[src/rtl/seq_divider.sv]
// Iterative signed integer divider for the execute stage.
// Restoring algorithm, one quotient bit per clock, truncation toward zero.
// Divide-by-zero is flagged on data_exception instead of producing a quotient.
// The port named 'reset' is asynchronous and active-low.

module seq_divider #(
    parameter int WIDTH = 32
) (
    input  logic             clock,
    input  logic             reset,
    input  logic             ctrl_div,
    input  logic [WIDTH-1:0] data_operandA,
    input  logic [WIDTH-1:0] data_operandB,
    output logic [WIDTH-1:0] data_result,
    output logic             data_exception,
    output logic             data_resultRDY,
    output logic             busy
);

    localparam int CW = (WIDTH > 1) ? $clog2(WIDTH) : 1;
    localparam logic [CW-1:0] LAST_COUNT = CW'(WIDTH - 1);

    typedef enum logic [1:0] {
        IDLE = 2'd0,
        RUN  = 2'd1,
        FIX  = 2'd2
    } state_t;

    state_t state;
    state_t next_state;

    // Control strobes produced by the FSM and consumed by the datapath.
    logic load;
    logic iterate;
    logic publish;

    // Datapath registers.
    logic [WIDTH-1:0] dvd;
    logic [WIDTH-1:0] dvs;
    logic [WIDTH-1:0] rem;
    logic [WIDTH-1:0] quo;
    logic [CW-1:0]    count;
    logic             sign_q;
    logic             exc_flag;

    // Operand magnitudes and per-iteration arithmetic.
    logic [WIDTH-1:0] mag_a;
    logic [WIDTH-1:0] mag_b;
    logic             b_zero;
    logic [WIDTH-1:0] rem_shift;
    logic [WIDTH:0]   diff;
    logic             borrow;
    logic [WIDTH-1:0] signed_quo;

    // Magnitudes are WIDTH-bit unsigned, so the most negative value maps
    // exactly onto 2**(WIDTH-1). A remainder is always below the divisor
    // magnitude (at most 2**(WIDTH-1)), so its top bit is zero before the
    // shift and dropping it loses nothing.
    always_comb begin
        mag_a      = data_operandA[WIDTH-1] ? -data_operandA : data_operandA;
        mag_b      = data_operandB[WIDTH-1] ? -data_operandB : data_operandB;
        b_zero     = (data_operandB == '0);
        rem_shift  = {rem[WIDTH-2:0], dvd[WIDTH-1]};
        diff       = {1'b0, rem_shift} - {1'b0, dvs};
        borrow     = diff[WIDTH];
        signed_quo = sign_q ? -quo : quo;
    end

    // State register.
    always_ff @(posedge clock or negedge reset) begin
        if (!reset) begin
            state <= IDLE;
        end else begin
            state <= next_state;
        end
    end

    // Next-state and control strobes; a start request always wins and
    // restarts from the operand latch, even mid-iteration or in FIX.
    always_comb begin
        next_state = state;
        load       = 1'b0;
        iterate    = 1'b0;
        publish    = 1'b0;
        case (state)
            IDLE: begin
                next_state = IDLE;
            end
            RUN: begin
                iterate = 1'b1;
                if (count == LAST_COUNT) begin
                    next_state = FIX;
                end
            end
            FIX: begin
                publish    = 1'b1;
                next_state = IDLE;
            end
            default: begin
                next_state = IDLE;
            end
        endcase
        if (ctrl_div) begin
            load       = 1'b1;
            iterate    = 1'b0;
            next_state = b_zero ? FIX : RUN;
        end
    end

    // Iteration datapath: latch operands on start, then shift/subtract once per cycle.
    always_ff @(posedge clock or negedge reset) begin
        if (!reset) begin
            dvd      <= '0;
            dvs      <= '0;
            rem      <= '0;
            quo      <= '0;
            count    <= '0;
            sign_q   <= 1'b0;
            exc_flag <= 1'b0;
        end else if (load) begin
            dvd      <= mag_a;
            dvs      <= mag_b;
            rem      <= '0;
            quo      <= '0;
            count    <= '0;
            sign_q   <= data_operandA[WIDTH-1] ^ data_operandB[WIDTH-1];
            exc_flag <= b_zero;
        end else if (iterate) begin
            dvd   <= {dvd[WIDTH-2:0], 1'b0};
            rem   <= borrow ? rem_shift : diff[WIDTH-1:0];
            quo   <= {quo[WIDTH-2:0], ~borrow};
            count <= count + CW'(1);
        end
    end

    // Result registers: updated only when an op completes, otherwise held.
    always_ff @(posedge clock or negedge reset) begin
        if (!reset) begin
            data_result    <= '0;
            data_exception <= 1'b0;
            data_resultRDY <= 1'b0;
        end else begin
            data_resultRDY <= publish;
            if (publish) begin
                data_result    <= signed_quo;
                data_exception <= exc_flag;
            end
        end
    end

    // Stall request follows the FSM: any state other than IDLE is in flight.
    always_comb begin
        busy = (state != IDLE);
    end

endmodule
[config.mk]
export PLATFORM = sky130hd
export DESIGN_NAME = seq_divider
export DESIGN_NICKNAME = d
export VERILOG_FILES = /design/src/rtl/seq_divider.sv
export SDC_FILE = /design/constraint.sdc
export NUM_CORES = 1
export LEC_CHECK = 0
export ABC_CLOCK_PERIOD_IN_PS = 7200
export CORE_ASPECT_RATIO = 0.5
export CORE_UTILIZATION = 55
export CTS_BUF_LIST = sky130_fd_sc_hd__clkbuf_2 sky130_fd_sc_hd__clkbuf_4 sky130_fd_sc_hd__clkbuf_8
export DETAILED_ROUTE_END_ITERATION = 10
export DONT_BUFFER_PORTS = 1
export PLACE_DENSITY = 0.72
export SETUP_SLACK_MARGIN = 0.2
export SYNTH_ARGS = -nofsm -noshare
export SYNTH_HDL_FRONTEND = slang
export SYNTH_SLANG_ARGS = --single-unit
[constraint.sdc]
create_clock -name clock -period 7.2 [get_ports clock]
set_input_delay 1.44 -clock clock [delete_from_list [all_inputs] [get_ports clock]]
set_output_delay 1.44 -clock clock [all_outputs]
set_load 0.005 [all_outputs]
==> run_results.csv <==
group,metric,value,unit
run_status,status,"finished, final reports clean",
routing,ant_nets,0,
place,dp_hpwl,16.3,mm
finish,drive_above_1_share,4.37,%
logic_synthesis,ys_async_sr_fraction,100,%
logic_synthesis,syn_inst,1275,
timing,worst_pin_slew,1.19,ns
floorplan,start_util,57.1,%
logic_synthesis,synth_flop_cell,"dfrtp_1",
clocking,post_cts_buffers,0,
clocking,htree_levels,4,
setup_path,path_cells,"inv_1 > ha_1 > inv_1 > fa_1 > a211oi_1 > o211a_1 > or4b_1 > a31oi_1 > and3_1 > or2_1 > o21ai_0 > a311oi_1",
place,port_buffers,0,
setup_path,crit_type,"reg -> reg",
logic_synthesis,synth_edf_count,0,
logic_synthesis,yosysUniqueCellTypes,65,
power,p_per_area,222,nW/um^2
timing,min_period_over_period,58.8,%
finish,fillers,1655,
clocking,clock_latency,0.46,ns
floorplan,row_count,35,
routing,firstDrtPassIters,5,
clocking,cts_made_buffers,17,
timing,timing.hold.ws,0.508,ns
timing,fin_setup_tns,0,ns
setup_path,critPathSlowestCell,"or2_1",
timing,finalSetupViolCount,0,
place,gp_congestion,0.890,
power,p_leak,5.03,nW
routing,first_iter_violations,532,
clocking,clkSinkCount,170,
logic_synthesis,ys_warn_count,0,
finish,syn_to_final_growth,4.54,%
setup_path,start_kind,"flop",
clocking,postCtsResizedCells,0,
flow_run,maxCapViolCount,0,
clocking,root_buffer,"clkbuf_8",
routing,routed_wl,24.3,mm
global_routing,antenna_found_initial,0,
routing,via_per_inst,5.90,
setup_path,critical_path_arrival,4.60,ns
logic_synthesis,yosysSeqAreaShare,39.8,%
finish,layout_commonest_cell,"nand2_1",
setup_path,critPathRequiredTime,7.57,ns
finish,final_util,59.7,%
global_routing,grt_max_degree,172,
global_routing,grt.overflow.total,0,
timing,slew_viol_final,0,
finish,antennaDiodeCount,0,
clocking,cts_tree,"built",
floorplan,die_x,199,microns
timing,rsz0062_at_grt,"no",
clocking,ctsHoldBuffers,0,
timing,min_period,4.23,ns
logic_synthesis,ys_ff_latch,170,
power,ir_drop,0.000127,V
clocking,clkTransAtPathRegs,0.10,ns
finish,layout_common_cells,"235 x nand2_1, 170 x dfrtp_1, 117 x a21oi_1",
global_routing,grt_pass1_vias,8393,
logic_synthesis,syn_avg_cell_area,8.38,sq um
timing,finalClockSkew,0.0162,ns
routing,wl_per_cell,16.3,microns
clocking,clockBufferDepth,2,
setup_path,cp_common_cell,"inv_1",
floorplan,top_level_ports,102,
timing,max_freq,0.236,GHz
logic_synthesis,syn_nets,1380,
global_routing,grt_usage,25.1,%
timing,hold_viol_final,0,
setup_path,worstSetupEndpointType,"flop",
routing,post-route-drc-count,0,
setup_path,path_max_fanout,29,
routing,vias,8822,
min_path,min-delay-path-class,"reg -> reg",
finish,nNetsFinal,1327,
floorplan,coreArea,18700,sq um
logic_synthesis,synth_area,10700,sq um
global_routing,grt_first_pass_wirelength,40.5,mm
timing,slew_headroom,21.0,%
setup_path,cpPeakStageDelay,0.95,ns
floorplan,dieHeight,101,microns
floorplan,die-area,20000,sq um
cells in the mapped netlist (10+ instances only):
library cell    n  share of area (%)
nor2_1         88                3.1
dfrtp_1       170                 40
a21oi_1       117                5.5
or3_1          14               0.82
inv_1          48                1.7
xnor2_1        40                3.3
nand2_1       235                8.3
clkbuf_1       62                2.2
nor3_1         12               0.56
and3_1         16               0.94
a21o_1         15                1.1
buf_1          10               0.35
ha_1           37                4.3
nand3_1        20               0.94
nand2b_1       12               0.70
o21ai_0        92                4.3
o31ai_1        27                1.9
a311oi_1       14                1.1
mux2i_1        23                2.2
or4_1          11               0.77
a31oi_1        16               0.94
xor2_1         74                6.1
o41ai_1        13                1.1
final timing paths:
| check | from | to | slack, ns | cells after the start |
|---|---|---|---|---|
| setup reg to reg | dvd[31]$_DFFE_PN0P_ | rem[23]$_DFFE_PN0P_ | 2.97 | 12 |
| setup / recovery | dvd[31]$_DFFE_PN0P_ | rem[23]$_DFFE_PN0P_ | 2.97 | 12 |
| hold / removal | data_result[16]$_DFFE_PN0P_ | data_result[16]$_DFFE_PN0P_ | 0.51 | 2 |
| max in group asynchronous | reset | rem[17]$_DFFE_PN0P_ | 6.31 | 0 |
| min in group asynchronous | reset | data_result[26]$_DFFE_PN0P_ | 0.66 | 0 |
| hold reg to reg | data_result[16]$_DFFE_PN0P_ | data_result[16]$_DFFE_PN0P_ | 0.51 | 2 |
flip-flops by register name (all words and copies together), names as in the netlist, 2 cells and up:
name,count
data_result,32
count,5
dvs,32
quo,32
state,2
rem,31
dvd,32
layout make-up:
| type | instances | area, sq um | area share (%) |
|---|---|---|---|
| Timing Repair Buffer | 4 | 30.0 | 0.269 |
| Clock inverter | 13 | 156 | 1.40 |
| Clock buffer | 19 | 255 | 2.28 |
| Tap cell | 259 | 324 | 2.90 |
| Inverter | 48 | 180 | 1.61 |
| Multi-Input combinational cell | 981 | 5970 | 53.4 |
| Sequential cell | 170 | 4250 | 38.1 |
critical path: cells and delay by family (launching register included):
| kind | cells | cell delay, ns |
|---|---|---|
| and+or+nand+nor | 3 | 1.90 |
| AOI/OAI and AO/OA | 5 | 1.30 |
| adders and majority gates | 2 | 0.44 |
| DFF | 1 | 0.36 |
| buffers and inverters | 2 | 0.13 |
power by group:
group | internal [W] | leakage, nW | switching, W
clock | 0.000333 | 0.215 | 0.000386
sequential | 0.00103 | 2.19 | 0.0000606
combinational | 0.000276 | 2.63 | 0.000391
logic make-up after synthesis:
| logic type | Yosys count | share of synthesized area [%] |
|---|---|---|
| AO/OA/AOI/OAI | 350 | 20.3 |
| XOR/XNOR | 114 | 9.34 |
| adder cells (fa/ha/maj) | 38 | 4.52 |
| buffers and inverters | 124 | 4.43 |
| flip-flops | 170 | 39.8 |
| multiplexers | 24 | 2.26 |
| AND/OR/NAND/NOR | 455 | 19.3 |
routing by layer:
layer,vias to the layer above,wire (microns),track usage (%)
li1,4348,-,-
met1,4215,11500,33.9
met2,227,11300,41.4
met3,32,1160,4.28
met4,0,306,7.87
met5,-,0,0
through the flow:
step	instances	power [W]	cell area, sq um	worst slack, ns
after floorplan	1275	0.00164	10700	3.28
after global placement	1462	0.00175	10800	3.01
after detailed placement	1462	0.00177	10800	2.85
after CTS	1494	0.00249	11200	2.99
after global routing	1494	0.00262	11200	2.64
final	1494	0.00248	11200	2.97
Power figures use the tool's default switching activity.
